[src/rtl/axi_lite_regfile.sv]
// axi_lite_regfile
// AXI4-Lite slave register file. Each register is a control/config word. All
// of them are exported to the fabric on a flat bus. AW and W may arrive
// independently. A write commits on the first edge where both are present.
// Indices beyond NUM_REGS complete with SLVERR and do not change any register.
// The read channel is independent of the write channel and holds its response
// under rready backpressure.
module axi_lite_regfile #(
  parameter int DATA_WIDTH = 32,
  parameter int ADDR_WIDTH = 4,
  parameter int NUM_REGS   = 8
) (
  input  logic                           clk,
  input  logic                           rst_n,
  // write address channel
  input  logic                           awvalid,
  output logic                           awready,
  input  logic [ADDR_WIDTH-1:0]          awaddr,
  // write data channel
  input  logic                           wvalid,
  output logic                           wready,
  input  logic [DATA_WIDTH-1:0]          wdata,
  input  logic [DATA_WIDTH/8-1:0]        wstrb,
  // write response channel
  output logic                           bvalid,
  input  logic                           bready,
  output logic [1:0]                     bresp,
  // read address channel
  input  logic                           arvalid,
  output logic                           arready,
  input  logic [ADDR_WIDTH-1:0]          araddr,
  // read data channel
  output logic                           rvalid,
  input  logic                           rready,
  output logic [DATA_WIDTH-1:0]          rdata,
  output logic [1:0]                     rresp,
  // register contents, reg i at [i*DATA_WIDTH +: DATA_WIDTH]
  output logic [NUM_REGS*DATA_WIDTH-1:0] regs_out
);

  localparam int STRB_WIDTH = DATA_WIDTH / 8;

  // The register count is held one bit wider than the index. This lets
  // NUM_REGS == 2**ADDR_WIDTH compare cleanly.
  localparam logic [ADDR_WIDTH:0] NUM_REGS_W = (ADDR_WIDTH + 1)'(NUM_REGS);

  localparam logic [1:0] RESP_OKAY   = 2'b00;
  localparam logic [1:0] RESP_SLVERR = 2'b10;

  typedef enum logic {
    W_IDLE,
    W_RESP
  } wstate_t;

  wstate_t state_reg, state_next;

  // AW/W holding registers and capture flags
  logic                  aw_captured_reg;
  logic                  w_captured_reg;
  logic [ADDR_WIDTH-1:0] aw_addr_reg;
  logic [DATA_WIDTH-1:0] w_data_reg;
  logic [STRB_WIDTH-1:0] w_strb_reg;
  logic [1:0]            bresp_reg;

  // read channel state
  logic                  rvalid_reg;
  logic [DATA_WIDTH-1:0] rdata_reg;
  logic [1:0]            rresp_reg;

  // effective write operands: take the live bus when the handshake is on the
  // commit edge itself, otherwise the held copy
  logic                  aw_hs;
  logic                  w_hs;
  logic                  commit;
  logic [ADDR_WIDTH-1:0] wr_addr;
  logic [DATA_WIDTH-1:0] wr_data;
  logic [STRB_WIDTH-1:0] wr_strb;
  logic                  wr_in_range;

  logic                  ar_in_range;
  logic [DATA_WIDTH-1:0] rd_mux;

  assign aw_hs = awvalid && awready;
  assign w_hs  = wvalid && wready;

  assign wr_addr = aw_captured_reg ? aw_addr_reg : awaddr;
  assign wr_data = w_captured_reg  ? w_data_reg  : wdata;
  assign wr_strb = w_captured_reg  ? w_strb_reg  : wstrb;

  assign wr_in_range = ({1'b0, wr_addr} < NUM_REGS_W);
  assign ar_in_range = ({1'b0, araddr} < NUM_REGS_W);

  // write FSM state register
  always_ff @(posedge clk or negedge rst_n) begin
    if (!rst_n) begin
      state_reg <= W_IDLE;
    end else begin
      state_reg <= state_next;
    end
  end

  // write FSM next state, channel readies and commit strobe
  always_comb begin
    state_next = state_reg;
    awready    = 1'b0;
    wready     = 1'b0;
    commit     = 1'b0;
    case (state_reg)
      W_IDLE: begin
        awready = !aw_captured_reg;
        wready  = !w_captured_reg;
        if ((aw_captured_reg || awvalid) && (w_captured_reg || wvalid)) begin
          commit     = 1'b1;
          state_next = W_RESP;
        end
      end
      W_RESP: begin
        if (bready) begin
          state_next = W_IDLE;
        end
      end
      default: begin
        state_next = W_IDLE;
      end
    endcase
  end

  // capture AW and W as they arrive and release both on commit
  always_ff @(posedge clk or negedge rst_n) begin
    if (!rst_n) begin
      aw_captured_reg <= 1'b0;
      w_captured_reg  <= 1'b0;
      aw_addr_reg     <= '0;
      w_data_reg      <= '0;
      w_strb_reg      <= '0;
    end else if (commit) begin
      aw_captured_reg <= 1'b0;
      w_captured_reg  <= 1'b0;
    end else begin
      if (aw_hs) begin
        aw_captured_reg <= 1'b1;
        aw_addr_reg     <= awaddr;
      end
      if (w_hs) begin
        w_captured_reg <= 1'b1;
        w_data_reg     <= wdata;
        w_strb_reg     <= wstrb;
      end
    end
  end

  // write response code, latched on commit and held through W_RESP
  always_ff @(posedge clk or negedge rst_n) begin
    if (!rst_n) begin
      bresp_reg <= RESP_OKAY;
    end else if (commit) begin
      bresp_reg <= wr_in_range ? RESP_OKAY : RESP_SLVERR;
    end
  end

  assign bvalid = (state_reg == W_RESP);
  assign bresp  = bresp_reg;

  // one storage word per register with byte-lane write enables
  for (genvar gi = 0; gi < NUM_REGS; gi++) begin : g_reg
    localparam logic [ADDR_WIDTH-1:0] IDX = ADDR_WIDTH'(gi);

    logic [DATA_WIDTH-1:0] value_reg;
    logic                  wr_sel;

    assign wr_sel = commit && (wr_addr == IDX);

    // update only the strobed byte lanes of this register
    always_ff @(posedge clk or negedge rst_n) begin
      if (!rst_n) begin
        value_reg <= '0;
      end else if (wr_sel) begin
        for (int b = 0; b < STRB_WIDTH; b++) begin
          if (wr_strb[b]) begin
            value_reg[b*8 +: 8] <= wr_data[b*8 +: 8];
          end
        end
      end
    end

    assign regs_out[gi*DATA_WIDTH +: DATA_WIDTH] = value_reg;
  end

  // read mux over the exported bus. Unmatched indices read as zero.
  always_comb begin
    rd_mux = '0;
    for (int i = 0; i < NUM_REGS; i++) begin
      if (araddr == ADDR_WIDTH'(i)) begin
        rd_mux = regs_out[i*DATA_WIDTH +: DATA_WIDTH];
      end
    end
  end

  // read channel: accept only when no response is pending.
  // Hold the response until rready.
  always_ff @(posedge clk or negedge rst_n) begin
    if (!rst_n) begin
      rvalid_reg <= 1'b0;
      rdata_reg  <= '0;
      rresp_reg  <= RESP_OKAY;
    end else if (!rvalid_reg) begin
      if (arvalid) begin
        rvalid_reg <= 1'b1;
        rdata_reg  <= ar_in_range ? rd_mux : '0;
        rresp_reg  <= ar_in_range ? RESP_OKAY : RESP_SLVERR;
      end
    end else if (rready) begin
      rvalid_reg <= 1'b0;
    end
  end

  assign arready = !rvalid_reg;
  assign rvalid  = rvalid_reg;
  assign rdata   = rdata_reg;
  assign rresp   = rresp_reg;

endmodule
[config.mk]
export PLATFORM = sky130hd
export DESIGN_NAME = axi_lite_regfile
export DESIGN_NICKNAME = d
export VERILOG_FILES = /design/src/rtl/axi_lite_regfile.sv
export SDC_FILE = /design/constraint.sdc
export NUM_CORES = 1
export LEC_CHECK = 0
export CORE_ASPECT_RATIO = 1.5
export CORE_MARGIN = 3
export CORE_UTILIZATION = 46
export DETAILED_ROUTE_END_ITERATION = 8
export PLACE_DENSITY_LB_ADDON = 0.1
export RECOVER_POWER = 25
export SYNTH_ARGS = -nofsm -noshare
export SYNTH_HDL_FRONTEND = slang
export SYNTH_SLANG_ARGS = --single-unit
[constraint.sdc]
create_clock -name clk -period 1.9 [get_ports clk]
set_input_delay 0.38 -clock clk [delete_from_list [all_inputs] [get_ports clk]]
set_output_delay 0.38 -clock clk [all_outputs]
set_load 0.02 [all_outputs]
==> results of run 1 <==
==> synth_stat cells (8+ instances only) <==
cell type	instances	area share
a211oi_1	28	0.013
a21oi_1	43	0.014
a221o_1	27	0.017
a22oi_1	31	0.015
buf_2	21	0.0067
clkbuf_1	39	0.0094
dfrtp_1	334	0.54
mux2_1	24	0.017
mux2_2	336	0.24
nand2_1	84	0.020
nand2_2	8	0.0032
nand2_4	8	0.0058
nand3_1	29	0.0093
nand3b_1	12	0.0058
nor2_1	12	0.0029
nor2_4	12	0.0087
o21ai_0	31	0.0099
o2bb2ai_1	26	0.015
==> area by class of cell <==
type	count	area (um^2)	area share
Timing Repair Buffer	462	4620	0.209
Clock inverter	10	155	0.00701
Tap cell	420	526	0.0238
Multi-Input combinational cell	785	7400	0.334
Clock buffer	49	1040	0.0470
Antenna cell	2	5.00	0.000226
Inverter	4	15.0	0.000679
Sequential cell	334	8360	0.378
==> logic make-up after synthesis <==
family | after synthesis | share of synthesized area
AOI/OAI and AO/OA | 209 | 0.0996
buffers and inverters | 75 | 0.0209
DFF | 334 | 0.535
muxes | 367 | 0.264
other | 1 | 0.000240
and+or+nand+nor | 207 | 0.0802
==> power by group <==
part           switching, mW  internal [mW]
combinational           7.57           6.56
clock                   2.80           4.35
sequential              2.40           9.93
total                   12.8           20.8
==> what timing repair did <==
action | CTS | global route
pin swaps | 18 | 11
resized for setup | 360 | 36
hold buffers | 1 | 0
endpoints found under the hold margin | 28 | 0
cloned | 0 | 0
setup buffers | 10 | 2
setup endpoints to repair | 558 | 248
==> through the flow <==
stage / util / std cells / setup TNS [ns]
finish: 0.662 / 2066 / -4.66
global route: 0.662 / 2066 / -15.86
CTS: 0.659 / 2062 / -7.61
detailed placement: 0.618 / 1992 / -123.21
global placement: 0.618 / 1992 / -118.12
floorplan: - / 1194 / 0
==> layer usage <==
layer	track usage	up-vias	routed length, um
met2	0.512	527	27600
met1	0.337	6143	19200
met5	0	-	0
met3	0.0650	134	3660
met4	0.114	0	2100
li1	-	5290	-
==> how the worst max path moves through the flow <==
| stage | endpoint |
|---|---|
| floorplan | g_reg[1].value_reg[10] |
| global placement | g_reg[1].value_reg[25] |
| detailed placement | g_reg[1].value_reg[24] |
| CTS | g_reg[4].value_reg[0] |
| global route | g_reg[4].value_reg[17] |
| finish | g_reg[4].value_reg[25] |
==> reports/qor.yml, run 1 <==
hold_ws_ns: 0.442
clock_sinks: 334
chipWidth_um: 156
fp.dieH_um: 232
insertion_delay_ns: 0.52
slowest_stage: "dfrtp_2"
min_path_cells: 2
fin_crit_sh: 1.04
dpl.hpwl_um: 36400
syn_area_um2: 15600
first_global_vias: 12700
routed_wl_um: 52600
maxCapViolCount: 0
areaGrowthSynthToFinish_pct: 41.7
largest_reg_flops: 256
post_drt_wl_per_cell_um: 25.5
cp-start-kind: "flip-flop"
cts_made_buffers: 34
io_buffers: 345
place.gp.congestion: 0.821
htreeDepth: 2
drv_slew: 0
final_cell_mix: "dfrtp_1, mux2_2, dlygate4sd2_1"
rrSetupSlack_ns: -0.07
synth_edf_count: 0
synth.avg_cell_area_um2: 13.1
end_kind: "flip-flop"
nFillCells: 2680
viasPerCell: 5.85
start_util: 0.467
critPathMaxFanout: 8
drive_gt1_frac: 0.363
place_area_um2: 20700
period_needed_ns: 1.97
cts_tree: "yes"
vias: 12100
worst_pin_slew_ns: 1.11
worst-path-stages: 6
worstHoldEndpoint: "rvalid"
drc: 0
yosysSeqAreaShare: 0.535
setup_slack_ns: -0.0725
detail-route-antenna-nets: 0
crit_required_ns: 2.30
drt-initial-drc-count: 637
leakage_nw: 11.2
skew_ns: 0.00824
hp-start: "rready"
core_um2: 33400
synth_seq_cells: 334
grtUsageTotal: 0.289
synthDistinctLibCells: 54
synth_ff_type: "dfrtp_1"
path_buf_inv: 2
final_nets: 1672
yosys_warnings: 0
fmax_ghz: 0.507
ctsLongestPathBuffers: 3
grt_max_degree: 71
crit_type: "flip-flop to flip-flop"
failed_checks: "negative setup slack"
rr_worst_depth: 6
pwr_density_cell_nw_per_um2: 1520
crit_family: "simple AND/OR/NAND/NOR gates"
dp_slack_ns: -0.546
status: "complete, but fails checks"
crit_chain: "buf_6 -> or3b_4 -> o2bb2ai_4 -> nor2_4 -> buf_12 -> mux2_4"
antenna_found_initial: 2
io_pins: 348
die_area_um2: 36200
max_stage_delay_ns: 0.45
path_clk_slew_ns: 0.06
rsz0062_at_grt: "true"
maxSlewHeadroom: 0.259
report.final.hold_viol_count: 0
drtPass1Iterations: 5
ir_drop_mv: 0.968
final_common_cell: "dfrtp_1"
syn_inst: 1193
r2r_start: "aw_captured_reg"
r2r_end: "g_reg[4].value_reg[25]"
setup_violations: 167
cts-root-buf: "clkbuf_16"
crit_start: "aw_captured_reg"
async_reset_ff_frac: 1.00
hold_class: "primary input to flip-flop"
grt_pass1_wl_um: 79200
rows: 82
p_total_mw: 33.6
finalInstanceArea_um2: 22100
overflow: 0
cp_data_arrival_time_ns: 2.37
Power figures use the tool's default switching activity.
==> inputs of run 2 (changes only) <==
--- a/config.mk
+++ b/config.mk
@@ -9,6 +9,7 @@
 export CORE_MARGIN = 3
 export CORE_UTILIZATION = 46
 export DETAILED_ROUTE_END_ITERATION = 8
+export GPL_ROUTABILITY_DRIVEN = 1
 export PLACE_DENSITY_LB_ADDON = 0.1
 export RECOVER_POWER = 25
 export SYNTH_ARGS = -nofsm -noshare
==> results of run 2 <==
No change in the layout: final DEF, timing and power equal those of run 1.
